**src/rtl/bus_arb_pkg.sv**
```systemverilog
// Shared types and constants for the main-bus round-robin arbiter.
package bus_arb_pkg;

    typedef enum logic [1:0] {
        ARB_IDLE,
        ARB_GRANTED,
        ARB_BUSY,
        ARB_RELEASE
    } arb_state_t;

    localparam int MAX_REQ               = 8;
    localparam int DEFAULT_GRANT_TIMEOUT = 16;
    localparam int DEFAULT_TURNAROUND    = 1;

    // Index of the set bit; OR-accumulating keeps it a plain encoder with no priority chain.
    function automatic logic [2:0] onehot_to_idx(input logic [MAX_REQ-1:0] oh);
        logic [2:0] idx;
        idx = '0;
        for (int i = 0; i < MAX_REQ; i++) begin
            if (oh[i]) begin
                idx = idx | 3'(i);
            end
        end
        return idx;
    endfunction

endpackage

```
**src/rtl/rr_priority_picker.sv**
```systemverilog
// Combinational round-robin picker: rotate requests so the slot after last_id
// sits at bit 0, priority-encode the lowest set bit, then undo the rotation.
module rr_priority_picker #(
    parameter int NUM_REQ = 4,
    parameter int ID_W    = $clog2(NUM_REQ)
) (
    input  logic [NUM_REQ-1:0] req_i,
    input  logic [ID_W-1:0]    last_id_i,
    output logic               winner_valid_o,
    output logic [ID_W-1:0]    winner_id_o,
    output logic [NUM_REQ-1:0] winner_onehot_o
);

    logic [ID_W-1:0]    start;
    logic [ID_W-1:0]    offset;
    logic [NUM_REQ-1:0] rot;
    logic [ID_W:0]      sum;

    always_comb begin
        start = (last_id_i == ID_W'(NUM_REQ - 1)) ? '0 : last_id_i + ID_W'(1);
        for (int i = 0; i < NUM_REQ; i++) begin
            rot[i] = req_i[ID_W'((int'(start) + i) % NUM_REQ)];
        end
        offset = '0;
        for (int i = NUM_REQ - 1; i >= 0; i--) begin
            if (rot[i]) begin
                offset = ID_W'(i);
            end
        end
        sum = {1'b0, start} + {1'b0, offset};
        if (sum >= (ID_W + 1)'(NUM_REQ)) begin
            winner_id_o = ID_W'(sum - (ID_W + 1)'(NUM_REQ));
        end else begin
            winner_id_o = sum[ID_W-1:0];
        end
        winner_valid_o  = |req_i;
        winner_onehot_o = winner_valid_o ? (NUM_REQ'(1) << winner_id_o) : '0;
    end

endmodule

```
**src/rtl/bus_arbiter.sv**
```systemverilog
// Round-robin owner selection for the shared main memory bus, with a watchdog
// that revokes grants the client never starts using.
module bus_arbiter
    import bus_arb_pkg::*;
#(
    parameter int NUM_REQ       = 4,
    parameter int ID_W          = $clog2(NUM_REQ),
    parameter int GRANT_TIMEOUT = DEFAULT_GRANT_TIMEOUT,
    parameter int TURNAROUND    = DEFAULT_TURNAROUND
) (
    input  logic               clk,
    input  logic               reset,
    input  logic [NUM_REQ-1:0] req_cyc,
    input  logic [NUM_REQ-1:0] req_busy,
    output logic [NUM_REQ-1:0] grant,
    output logic               grant_valid,
    output logic [ID_W-1:0]    grant_id,
    output logic               timeout_err,
    output logic [ID_W-1:0]    err_id
);

    localparam int WD_W = $clog2(GRANT_TIMEOUT);
    localparam logic [WD_W-1:0] WD_LAST  = WD_W'(GRANT_TIMEOUT - 1);
    localparam logic [1:0]      GAP_LAST = (TURNAROUND == 0) ? 2'd0 : 2'(TURNAROUND - 1);

    arb_state_t         state_q, state_d;
    logic [NUM_REQ-1:0] grant_q, grant_d;
    logic [ID_W-1:0]    last_id_q, last_id_d;
    logic [WD_W-1:0]    wd_q, wd_d;
    logic [1:0]         gap_q, gap_d;
    logic               terr_q, terr_d;
    logic [ID_W-1:0]    err_id_q, err_id_d;

    logic               win_valid;
    logic [ID_W-1:0]    win_id;
    logic [NUM_REQ-1:0] win_onehot;
    logic               arbitrate;
    logic               release_now;

    rr_priority_picker #(
        .NUM_REQ (NUM_REQ),
        .ID_W    (ID_W)
    ) u_picker (
        .req_i           (req_cyc),
        .last_id_i       (last_id_q),
        .winner_valid_o  (win_valid),
        .winner_id_o     (win_id),
        .winner_onehot_o (win_onehot)
    );

    // While owned, last_id_q is the owner's index; activity from other clients is never looked at.
    always_comb begin
        state_d     = state_q;
        grant_d     = grant_q;
        last_id_d   = last_id_q;
        wd_d        = wd_q;
        gap_d       = gap_q;
        terr_d      = 1'b0;
        err_id_d    = err_id_q;
        arbitrate   = 1'b0;
        release_now = 1'b0;

        case (state_q)
            ARB_IDLE: arbitrate = 1'b1;
            ARB_GRANTED: begin
                if (req_busy[last_id_q]) begin
                    state_d = ARB_BUSY;
                end else if (!req_cyc[last_id_q]) begin
                    release_now = 1'b1;
                end else if (wd_q == WD_LAST) begin
                    terr_d      = 1'b1;
                    err_id_d    = last_id_q;
                    release_now = 1'b1;
                end else begin
                    wd_d = wd_q + WD_W'(1);
                end
            end
            ARB_BUSY: begin
                if (!req_busy[last_id_q]) begin
                    release_now = 1'b1;
                end
            end
            ARB_RELEASE: begin
                if (gap_q == GAP_LAST) begin
                    state_d = ARB_IDLE;
                end else begin
                    gap_d = gap_q + 2'd1;
                end
            end
            default: state_d = ARB_IDLE;
        endcase

        // With no turnaround the next owner is picked on the releasing edge itself.
        if (release_now) begin
            grant_d = '0;
            gap_d   = '0;
            if (TURNAROUND == 0) begin
                state_d   = ARB_IDLE;
                arbitrate = 1'b1;
            end else begin
                state_d = ARB_RELEASE;
            end
        end

        if (arbitrate && win_valid) begin
            grant_d   = win_onehot;
            last_id_d = win_id;
            wd_d      = '0;
            state_d   = ARB_GRANTED;
        end
    end

    always_ff @(posedge clk) begin
        if (reset) begin
            state_q   <= ARB_IDLE;
            grant_q   <= '0;
            last_id_q <= ID_W'(NUM_REQ - 1);
            wd_q      <= '0;
            gap_q     <= '0;
            terr_q    <= 1'b0;
            err_id_q  <= '0;
        end else begin
            state_q   <= state_d;
            grant_q   <= grant_d;
            last_id_q <= last_id_d;
            wd_q      <= wd_d;
            gap_q     <= gap_d;
            terr_q    <= terr_d;
            err_id_q  <= err_id_d;
        end
    end

    assign grant       = grant_q;
    assign grant_valid = |grant_q;
    assign grant_id    = ID_W'(onehot_to_idx(MAX_REQ'(grant_q)));
    assign timeout_err = terr_q;
    assign err_id      = err_id_q;

endmodule
```
**config.mk**
```make
export PLATFORM = sky130hd
export DESIGN_NAME = bus_arbiter
export DESIGN_NICKNAME = d
export VERILOG_FILES = /design/src/rtl/bus_arb_pkg.sv /design/src/rtl/rr_priority_picker.sv /design/src/rtl/bus_arbiter.sv
export SDC_FILE = /design/constraint.sdc
export NUM_CORES = 1
export LEC_CHECK = 0
export ABC_AREA = 1
export BUFFER_PORTS_ARGS = -buffer_cell sky130_fd_sc_hd__buf_2
export CAP_MARGIN = 20
export CORE_AREA = 2 2 53 55
export CTS_CLUSTER_DIAMETER = 40
export DETAILED_ROUTE_END_ITERATION = 8
export DIE_AREA = 0 0 55 57
export PLACE_DENSITY = 0.75
export SLEW_MARGIN = 20
export SYNTH_ARGS = -nofsm -noshare
export SYNTH_HDL_FRONTEND = slang
export SYNTH_SLANG_ARGS = --single-unit
```
**constraint.sdc**
```tcl
create_clock -name clk -period 2.4 [get_ports clk]
set_input_delay 0.24 -clock clk [delete_from_list [all_inputs] [get_ports clk]]
set_output_delay 0.24 -clock clk [all_outputs]
set_load 0.03 [all_outputs]
```
---- After elaboration in Yosys (flattened, before gate mapping) ----
Cells that the tools add are included.
Widths: inputs -> output; s select.
word-level totals
  flip-flop bits (word level) ............. 17
  bits in latches ......................... 0
  memory bits (writable) .................. 0
  ROM bits ................................ 0
  input port bits ......................... 10
  output and inout port bits .............. 10
  word-level logic and storage cells ...... 92
  memories kept ........................... 0
cells by class
  $add $sub $neg .......................... 8
  $mul .................................... 0
  div/mod/pow operators ................... 0
  $lt $le $gt $ge ......................... 6
  equality and inequality tests ........... 9
  shift-type cells ........................ 1
  muxes and demuxes ....................... 39
  bitwise logic cells ..................... 5
  reductions and logical operators ........ 16
operators by type and width
  operator             number
  $mux 2               11
  $mux 1               17
  $lt 2x4->1 const B   4
  $bmux 1 s2           6
  $mux 4               3
  $reduce_or 4->1      3
  $ne 4x4->1 const B   2
  $reduce_and 4->1     2
  $add 2x1->2 const B  3
  $eq 2x2->1 const B   3
  $ne 3x3->1 const B   2
  $reduce_and 3->1     2
  $not 1->1            5
  $add 2x2->2 const B  2
  $add 4x1->4 const B  1
  $eq 4x4->1 const B   1
  $logic_not 2->1      2
  $pmux 2 s2           1
  $reduce_bool 4->1    1
  $reduce_or 2->1      2
  $shl 1x2->4 const A  1
  $add 2x2->3          1
  $ge 3x3->1 const B   1
  $lt 2x3->1 const B   1
  other kinds (7)      7

---- Longest topological paths before layout ----
Gate-level depths: netlist of the first run.
  depth after elaboration ................. 16
  gate-level depth with buffers ........... 15
  gate-level depth less buffers ........... 15

---- Modules after synthesis ----
A second synthesis of the first run with hierarchy kept.
second synthesis, totals
  cells, all modules ...................... 191
  area, all modules ....................... 1239.9 sq um
by module, submodules not included
  module              times used  cells an instance  area an instance (sq um)  seq. area each (sq um)
  bus_arbiter         1           126                933.4                     340.3
  rr_priority_picker  1           65                 306.5                     0.0

---- Worst setup path after synthesis of the first run ----
Ideal clock, no wire load.
  path type ............................... flip-flop to flip-flop
  from .................................... register last_id_q[0]
  to ...................................... register grant_q[1], in the netlist grant[1]
  library setup time ...................... 0.068 ns
  data arrival time ....................... 2.084 ns
  required time ........................... 2.332 ns
  slack ................................... 0.248 ns
  cell stages (with the launch flop) ...... 15
  path buffers ............................ 0
  period minus slack after synthesis ...... 2.152 ns
  cell sequence ........................... dfxtp_1 -> inv_2 -> ha_1 -> inv_1 -> nand2_1 -> nand2_1 -> nand2_1 -> nand2_2 -> a21boi_0 -> ha_1 -> xnor2_1 -> nand4_2 -> nand2_2 -> nand2_2 -> a21oi_2
on the way
  cells in the longest elaborated chain, start to end .. 16
  elaborated cells between the ends (all ways) .. 38
  those cells by class .................... add/sub (6); order compare (1); eq/ne (1); shift (1); mux (28); reduce/logical (1)
ends and longest elaborated chain
  what                                              line                                                source
  from (decl)                                       bus_arbiter.sv:28                                   logic [ID_W-1:0] last_id_q, last_id_d;
  from (signal assigned)                            bus_arbiter.sv:117                                  last_id_q <= ID_W'(NUM_REQ - 1);
  from (signal assigned)                            bus_arbiter.sv:125                                  last_id_q <= last_id_d;
  $add 2x1->2 / $eq 2x2->1 (equally long branches)  rr_priority_picker.sv:20                            start = (last_id_i == ID_W'(NUM_REQ - 1)) ? '0 : last_id_i + ID_W'(1);
  $mux 2                                            rr_priority_picker.sv:20
  $add 2x2->2                                       rr_priority_picker.sv:22                            rot[i] = req_i[ID_W'((int'(start) + i) % NUM_REQ)];
  $bmux 1 s2                                        rr_priority_picker.sv:22
  $mux 1 (implied by the code) (2 in a row)         rr_priority_picker.sv:22
  $mux 2 (4 in a row)                               rr_priority_picker.sv:26                            if (rot[i]) begin
  $add 2x2->3                                       rr_priority_picker.sv:30                            sum = {1'b0, start} + {1'b0, offset};
  $ge 3x3->1 / $sub 2x1->2 (equally long branches)  rr_priority_picker.sv:31, rr_priority_picker.sv:32
  $mux 2                                            rr_priority_picker.sv:31                            if (sum >= (ID_W + 1)'(NUM_REQ)) begin
  $shl 1x2->4                                       rr_priority_picker.sv:37                            winner_onehot_o = winner_valid_o ? (NUM_REQ'(1) << winner_id_o) : '0;
  $mux 4                                            rr_priority_picker.sv:37
  $mux 4                                            bus_arbiter.sv:105                                  if (arbitrate && win_valid) begin
  to (signal assigned)                              bus_arbiter.sv:124                                  grant_q <= grant_d;
  to (decl)                                         bus_arbiter.sv:27                                   logic [NUM_REQ-1:0] grant_q, grant_d;
Parallel ways exist; a longest one is shown, timed or not. The select of a mux whose other input is x is not followed.
A chain may end at the register's enable or synchronous reset.

---- Worst setup path after layout of the first run ----
  from .................................... register last_id_q[0]
  to ...................................... register grant_q[0], in the netlist grant[0]
The elaborated chain is that of the path after synthesis.

==> results of run 1 <==
metrics by stage:
stage,instance area [um^2],cells
global route,1360,225
detailed placement,1330,221
global placement,1330,221
floorplan,1210,173
finish,1360,225
CTS,1360,225
state kept, by name, indices dropped and copies added (netlist names):
signal and flops:
last_id_q 2, timeout_err 1, state_q 2, err_id 2, gap_q 2, grant 4, wd_q 4
worst max-delay path: stages (launching register included):
cell and delay (ns):
dfxtp_1 0.33, buf_4 0.18, ha_1 0.28, o21ai_1 0.18, nand2_1 0.07, nand2_1 0.07, nand2_2 0.07, a21boi_1 0.15
ha_1 0.17, xnor2_1 0.15, nand4_2 0.16, nand2_2 0.13, nand3_2 0.07, a21oi_2 0.11
final cells by class:
| type | instances | share of cell area [%] |
|---|---|---|
| clock buffers | 4 | 1.93 |
| inverters | 22 | 6.06 |
| multi-input cells | 131 | 56.6 |
| flip-flops and latches | 17 | 25.0 |
| well taps | 31 | 2.84 |
| repair buffers | 20 | 7.52 |
worst max path at each step:
stage	slack, ns	start	cells past startpoint	end
6_report	0.22	last_id_q[0]	13	grant[0]
5_1_grt	0.03	last_id_q[0]	14	grant[0]
4_1_cts	0.17	last_id_q[0]	14	grant[0]
3_5_place_dp	0.20	last_id_q[0]	14	grant[0]
3_3_place_gp	0.25	last_id_q[0]	14	grant[0]
2_1_floorplan	0.25	last_id_q[0]	14	grant[1]
logic make-up (layout without fill, tap and decap cells):
family | after synthesis | count (layout) | share of synthesized area [%]
xor+xnor | 3 | 3 | 2.17
flops | 17 | 17 | 28.1
simple gates | 94 | 94 | 39.9
compound gates | 24 | 24 | 11.2
buf+inv | 25 | 46 | 8.37
fa+ha+maj | 10 | 10 | 10.3
power by group through the flow:
| stage | registers [W] | logic, W | clock network, W |
|---|---|---|---|
| after floorplan | 0.000420 | 0.000937 | 0 |
| after global placement | 0.000384 | 0.00115 | 0 |
| after detailed placement | 0.000386 | 0.00116 | 0 |
| after CTS | 0.000380 | 0.00116 | 0.000164 |
| after global routing | 0.000393 | 0.00132 | 0.000172 |
| final | 0.000382 | 0.00117 | 0.000159 |
cell usage in the layout, fill, tap and decap left out, drive strengths merged, types with 2 or more instances in the layout:
| cell | n |
|---|---|
| nand3 | 23 |
| or2 | 2 |
| nor2 | 14 |
| inv | 22 |
| ha | 10 |
| a21boi | 2 |
| o21ai | 6 |
| buf | 20 |
| nand2 | 48 |
| a21oi | 15 |
| xnor2 | 2 |
| nand4 | 2 |
| dfxtp | 17 |
| clkbuf | 4 |
routing by layer:
metal,global-route usage (%),vias to the layer above,part of all wire (%)
met3,3.14,4,4.3
met5,0,-,0
met2,26.2,19,42
met1,23.2,476,52
met4,6.27,0,1.7
li1,-,601,-
==> summary.md, run 1 <==
| Metric | Value |
|---|---|
| Status | finished clean |
| Synth unique cells | 30 |
| Initial antenna violation count | 0 |
| R2R Setup Slk | 0.22 ns |
| Post_cts resized | 0 |
| TritonRoute pass-1 iters | 4 |
| Asr flop ratio synth | 0% |
| IO buf count | 19 |
| Worst Skew | 0.00949 ns |
| Die W | 55 um |
| Slew Limit Fails | 0 |
| DRC violations left | 0 |
| Worst hold slack | 0.254 ns |
| Synth top area cells | dfxtp_1 (28%), nand2_1 (11%), ha_1 (10%) |
| Synth warn | 0 |
| Dpl ws | about 0.20 ns |
| Combinational share of power | 68.4% |
| Global-route wire length before repair | around 4000 um |
| Clock Power Share | 9.3% |
| Final hold vios | 0 |
| Initial Utilization | between 40% and 50% |
| Worst Slack Setup Final | 0.219 ns |
| Crit end category | flip-flop |
| Pwr dens | 1250 nW/um^2 |
| Worst r2r path cells | 13 |
| CTS Hold Buffers Added | 0 |
| Hold Path Stages | 2 |
| Starting DRC count in detailed routing | 19 |
| Seq/Total Area, Yosys | ~28% |
| Largest net degree at the start of global routing | 15 |
| CTS Buf Count | 3 |
| I/O pin total | 20 |
| Post-Synthesis Cell Area | 1210 um^2 |
| Startpoint Class | flip-flop |
| Tcrit/Tclk final | 90.9% |
| Tot Pwr | about 0.0017 W |
| Fill cells | ~270 |
| Synthesized area per cell | between 7 and 8 um^2 |
| Synthesized net count | 193 |
| Ys flop type | dfxtp_1 |
| FF/Latch Area | 342 um^2 |
| Switching share of total power | 52.4% |
| HP Start | reset |
| Global route total overflow | 0 |
| FF-to-FF End | grant[0] |
| Worst hold-check path type | primary input to flip-flop |
| DR vias | 1100 |
| Worst vdd ir | slightly above 0.9 mV |
| Critical Path AT | 2.41 ns |
| Post-DP HPWL | 1790 um |
| Largest area contributor in the netlist | dfxtp_1 |
| Most numerous cell in the Yosys netlist | nand2_1 |
| Crit-path max FO | 14 |
| Mapped Cells | 173 |
| Share of the synthesized area in the top cell type | 28.1% |
| CTS Buffer Depth | 2 |
| Multi-input gate area | 772 um^2 |
| EDFF count, synth | 0 |
| Die Span Y | 57 um |
| Worst-skew pair later-pin latency | 0.30 ns |
| Crit Path Class | flip-flop to flip-flop |
| Clk slew on worst S/H paths | 0.11 ns |
| Final WL | approximately 2300 um |
| Final min period | 2.18 ns |
| Max H-tree Level | 1 |
| Root Buffer Master | clkbuf_4 |
| # setup viols final | 0 |
| P_int | just over 0.0008 W |
| Setup_tns | 0 ns |
| # nets final | 215 |
| Fraction of layout cells with a size suffix above 1 | 25.8% |
| Routed Antenna Nets | 0 |
| Post-CTS Setup Bufs | 0 |
| Max_cap viols | 0 |
| Switching power total | 0.000896 W |
| Drt wl/cell | about 10 um |
| # diodes | 0 |
| Lkg Pwr | 0.695 nW |
| Seq pwr share | 22.3% |
| Min-Delay Endpoint | grant[1] |
| CTS tree | built |
| Worst R2R Start | last_id_q[0] |
| Worst EP required | approximately 2.6 ns |
| Row count | 19 |
| Fmax | approximately 460 MHz |
| Unrepaired setup endpoints after global routing | no |
| Slew HR | 75.8% |
| #FFs+latches synth | 17 |
| Worst Tran Pin Value | 0.361 ns |
| Core area | 2620 um^2 |
| Commonest cells post-synth | nand2_1 (36), inv_1 (21), nand3_1 (20), dfxtp_1 (17), a21oi_1 (13) |
| RD Place Congestion | roughly 0.86 |
| Area Overhead vs Synth | 12.6% |
| Die area | 3140 um^2 |
| Via density per instance | approximately 4.9 |
| Clk sink count | 17 |
| Gr usage total | 16.9% |
| Final core occ | 52.2% |
| Vias in the first global route | 995 |
Note: power is estimated with default switching activity, not from simulation.
==> inputs of run 2 (changes only) <==
--- a/config.mk
+++ b/config.mk
@@ -6,7 +6,7 @@
 export NUM_CORES = 1
 export LEC_CHECK = 0
 export ABC_AREA = 1
-export BUFFER_PORTS_ARGS = -buffer_cell sky130_fd_sc_hd__buf_2
+export BUFFER_PORTS_ARGS = -buffer_cell sky130_fd_sc_hd__clkbuf_2
 export CAP_MARGIN = 20
 export CORE_AREA = 2 2 53 55
 export CTS_CLUSTER_DIAMETER = 40
==> run 2 against run 1 <==
  * Cell area grew 0.73%
  * Die area is the same
  * Power grew 1.4%
  * Critical path depth shrank 1
  * Wire length shrank 0.57%
  * Core utilization grew 0.38 points
  * Via count grew 0.18%
  * Largest cell class unchanged
  * Fmax shrank 1.5%
==> summary.md, run 2 (synthesis gave the netlist of run 1 again) <==
| Metric | Value |
|---|---|
| Initial antenna violation count | 0 |
| Slowest-stage cell, CP | dfxtp_1 |
| Final min period | 2.21 ns |
| Buf/Inv on CP | 1 |
| Slew Limit Fails | 0 |
| Setup_tns | 0 ns |
| Crit end category | flip-flop |
| Clk sink count | 17 |
| Startpoint Class | flip-flop |
| Final hold vios | 0 |
| Worst-skew pair later-pin latency | 0.31 ns |
| IO buf count | 19 |
| Row count | 19 |
| Multi-input gate area | 782 um^2 |
| Drt wl/cell | 10.1 um |
| Final core occ | 52.5% |
| Routed Antenna Nets | 0 |
| Clk slew on worst S/H paths | 0.11 ns |
| Die W | between 50 and 60 um |
| Status | finished clean |
| Worst hold-check path type | primary input to flip-flop |
| # setup viols final | 0 |
| Fill cells | 265 |
| Top Family by Delay on Critical Path | simple AND/OR/NAND/NOR gates |
| Fmax | 452 MHz |
| Worst Skew | 0.0139 ns |
| CTS tree | built |
| Final WL | between 2000 and 2500 um |
| Unrepaired setup endpoints after global routing | no |
| Critical Path AT | 2.45 ns |
| Starting DRC count in detailed routing | 20 |
| # nets final | 215 |
| Tcrit/Tclk final | 92.3% |
| Gr usage total | 16.4% |
| I/O pin total | 20 |
| RD Place Congestion | 0.867 |
| Pwr dens | 1260 nW/um^2 |
| Worst path max stage delay | 0.33 ns |
| Via density per instance | 4.90 |
| DRC violations left | 0 |
| Fraction of layout cells with a size suffix above 1 | about a quarter |
| # diodes | 0 |
| Slew HR | 76.2% |
| FF/Latch Area | around 340 um^2 |
| Most common cell after layout, fill and taps aside | nand2_1 |
| Worst EP required | 2.64 ns |
| Post-DP HPWL | 1780 um |
| Largest net degree at the start of global routing | 15 |
| Max H-tree Level | 1 |
| Initial Utilization | between 40% and 50% |
| Root Buffer Master | clkbuf_4 |
| Area Overhead vs Synth | 13.4% |
| Most frequent cells in the layout | nand2_1 (36), inv_1 (21), nand3_1 (20), clkbuf_2 (19), dfxtp_1 (16) |
| Worst vdd ir | 0.827 mV |
| Lkg Pwr | 0.692 nW |
| DR vias | between 1000 and 1500 |
| Core area | 2620 um^2 |
| Die area | 3140 um^2 |
| Crit-path max FO | 14 |
| TritonRoute pass-1 iters | 4 |
| Worst Tran Pin Value | 0.355 ns |
| Crit Path Class | flip-flop to flip-flop |
| Die Span Y | roughly 57 um |
| CTS Buffer Depth | 2 |
| CP cell instances | buf_4 -> ha_1 -> o21ai_1 -> nand3_1 -> nand2_2 -> a21boi_1 -> ha_1 -> xnor2_1 -> nand4_2 -> nand2_2 -> nand3_2 -> a21oi_2 |
| CTS Buf Count | 3 |
| Global route total overflow | 0 |
| Vias in the first global route | 942 |
| Global-route wire length before repair | 3860 um |
| CTS Hold Buffers Added | 0 |
| Max_cap viols | 0 |
run 2: timing repair:
item,CTS,global route
gates resized for setup,0,4
endpoints found under the setup margin,0,4
setup buffers,0,0
run 2: layout make-up:
class	instances	share of cell area, %
Clock buffer	4	1.91
Tap cell	31	2.82
Timing Repair Buffer	20	7.47
Multi-Input combinational cell	131	56.9
Sequential cell	17	24.9
Inverter	22	6.01
run 2: stage by stage:
step	instances	worst slack [ns]	power [W]	instance area, um^2	hold slack [ns]
2_1_floorplan	173	0.248	0.00136	1210	0.410
3_3_place_gp	221	0.254	0.00154	1330	0.451
3_5_place_dp	221	0.184	0.00155	1330	0.453
4_1_cts	225	0.145	0.00171	1360	0.272
5_1_grt	225	0.00603	0.00190	1370	0.274
6_report	225	0.186	0.00174	1370	0.263
run 2: where the power goes:
part	leakage, nW	total [W]	switching [W]	internal (W)
registers	0.138	0.000385	0.0000510	0.000334
clock network	0.0150	0.000164	0.0000988	0.0000649
logic	0.539	0.00119	0.000761	0.000426
total	0.692	0.00174	0.000911	0.000826
run 2: path summary, 6_finish.rpt:
kind | from | end | slack [ns] | depth (start not counted)
min reg2reg | gap_q[1] | gap_q[1] | 0.47 | 2
min | reset | grant[1] | 0.26 | 2
max | last_id_q[0] | grant[0] | 0.19 | 12
max reg2reg | last_id_q[0] | grant[0] | 0.19 | 12
run 2: layer usage:
metal / share of wire [%] / global-route usage [%]
met4: 1.7 / 5.23
met5: 0 / 0
met2: 40 / 23.6
met1: 53 / 24.1
met3: 5.0 / 3.40
run 2: worst register-to-register path, delay by kind of cell (launching register included):
family / cells / cell delay, ns
simple gates: 5 / 0.58
fa+ha+maj: 2 / 0.47
compound gates: 3 / 0.35
flops: 1 / 0.33
xor+xnor: 1 / 0.21
buf+inv: 1 / 0.18
==> inputs of run 3 (changes only) <==
==> constraint.sdc (replaced) <==
create_clock -name clk -period 2.1 [get_ports clk]
set_input_delay 0.21 -clock clk [delete_from_list [all_inputs] [get_ports clk]]
set_output_delay 0.21 -clock clk [all_outputs]
set_load 0.03 [all_outputs]
==> run 3 against run 2 <==
  * Sequential share of layout area decreased by 1.6 points
  * Clock power increased by 5%
  * Worst setup slack got worse by 0.10 ns
  * Wire length increased by 9.3%
  * Highest routed layer unchanged
  * Largest cell class unchanged
  * Critical path depth unchanged
  * Combinational power increased by 34%
  * Largest power group unchanged
==> summary.md, run 3 (synthesis gave the netlist of run 1 again) <==
| Metric | Value |
|---|---|
| Status | finished clean |
| Most frequent cells in the layout | nand2_1 (32), inv_1 (20), clkbuf_2 (19), nand3_1 (17), dfxtp_1 (15) |
| Die Span Y | 57 um |
| Area Overhead vs Synth | 21.6% |
| Initial Utilization | 46.3% |
| CTS Buf Count | 3 |
| RD Place Congestion | 0.802 |
| Post-DP HPWL | just under 2000 um |
| CTS tree | built |
| Lkg Pwr | 0.737 nW |
| Tot Pwr | 0.00222 W |
| DRC violations left | 0 |
| # nets final | 221 |
| DR vias | 1176 |
| Via density per instance | 5.09 |
| Most common cell after layout, fill and taps aside | nand2_1 |
| IO buf count | 19 |
| Slew HR | 82.8% |
| Global-route wire length before repair | 4130 um |
| Fraction of layout cells with a size suffix above 1 | around a third |
| Clk slew on worst S/H paths | 0.09 ns |
| CTS Hold Buffers Added | 0 |
| Largest net degree at the start of global routing | 12 |
| Combinational share of power | 72.3% |
| Worst EP required | 2.33 ns |
| Seq pwr share | 20.0% |
| Pwr dens | between 1500 and 2000 nW/um^2 |
| Max_cap viols | 0 |
| Core area | 2620 um^2 |
| Crit Path Class | flip-flop to flip-flop |
| Max H-tree Level | 1 |
| Fill cells | 261 |
| Startpoint Class | flip-flop |
| # setup viols final | 0 |
| Switching power total | 0.00113 W |
| # diodes | 0 |
| Final core occ | 56.3% |
| Vias in the first global route | 1033 |
| Worst hold-check path type | primary input to flip-flop |
| Worst Skew | 0.00190 ns |
| Worst Tran Pin Value | 0.257 ns |
| Gr usage total | 17.8% |
| Root Buffer Master | clkbuf_4 |
| Clk sink count | 17 |
| Die area | 3140 um^2 |
| Fmax | approximately 500 MHz |
| Unrepaired setup endpoints after global routing | yes |
| Drt wl/cell | 10.7 um |
| Slew Limit Fails | 0 |
| Post-CTS Setup Bufs | 0 |
| Clock Power Share | 7.7% |
| Worst-skew pair later-pin latency | approximately 0.29 ns |
| Routed Antenna Nets | 0 |
| Crit end category | flip-flop |
| Critical Path AT | approximately 2.3 ns |
| Final hold vios | 0 |
| Starting DRC count in detailed routing | 36 |
| CTS Buffer Depth | 2 |
| Final WL | 2480 um |
| TritonRoute pass-1 iters | 4 |
| Initial antenna violation count | 0 |
| Crit-path max FO | 5 |
| Row count | 19 |
| I/O pin total | 20 |
| Final min period | 2.02 ns |
| Tcrit/Tclk final | 96.1% |
| P_int | 0.00108 W |
| Global route total overflow | 0 |
| Switching share of total power | 51.1% |
| Worst vdd ir | around 1 mV |
| Die W | between 50 and 60 um |
## run 3: final cells by class
class	count	area, um^2	area share, %
repair buffers	26	148	10.0
multi-input cells	131	832	56.5
flip-flops and latches	17	343	23.3
clock buffers	4	26.3	1.78
inverters	22	85.1	5.78
well taps	31	38.8	2.63
## run 3: path summary, 6_finish.rpt
| kind | startpoint | endpoint | cells after the start | slack [ns] |
|---|---|---|---|---|
| hold reg to reg | gap_q[1] | gap_q[1] | 2 | 0.46 |
| hold / removal | reset | grant[0] | 2 | 0.24 |
| setup reg to reg | last_id_q[0] | grant[0] | 12 | 0.08 |
| setup / recovery | last_id_q[0] | grant[0] | 12 | 0.08 |
## run 3: power by group through the flow
stage | clock [W] | sequential (W) | combinational [W]
CTS | 0.000179 | 0.000439 | 0.00146
finish | 0.000172 | 0.000442 | 0.00160
floorplan | 0 | 0.000483 | 0.00109
global placement | 0 | 0.000442 | 0.00144
detailed placement | 0 | 0.000444 | 0.00146
global route | 0.000192 | 0.000453 | 0.00179
## run 3: repair_timing
| action | CTS | global route |
|---|---|---|
| pin swaps | 0 | 12 |
| gates resized for setup | 1 | 17 |
| setup endpoints to repair | 2 | 5 |
| endpoints found under the hold margin | 0 | 0 |
## run 3: worst max-delay path: stages, from the launching register on
cell and delay [ns]:
dfxtp_2 0.37, inv_2 0.06, ha_4 0.32, inv_4 0.06
nand3_2 0.07, nand2_2 0.07, a21boi_2 0.16, ha_2 0.20
xnor2_2 0.20, nand4_2 0.14, nand2_2 0.12, nand3_2 0.07
a21oi_2 0.12
## run 3: metal layers
metal  global-route usage, %  routed length (um)
met1                    22.9                1160
met2                    27.4                1150
met3                    6.28                 122
met4                    6.27                  38
met5                       0                   0
## run 3: metrics by stage
step | std cells | setup slack [ns] | hold slack [ns] | instance area [um^2] | setup TNS, ns
5_1_grt | 231 | -0.0506 | 0.239 | 1470 | -0.0768
2_1_floorplan | 173 | 0.0338 | 0.380 | 1220 | 0
3_5_place_dp | 227 | -0.0216 | 0.455 | 1390 | -0.0394
3_3_place_gp | 227 | 0.0660 | 0.452 | 1390 | 0
6_report | 231 | 0.0821 | 0.240 | 1470 | 0
4_1_cts | 231 | 0.00931 | 0.226 | 1420 | 0
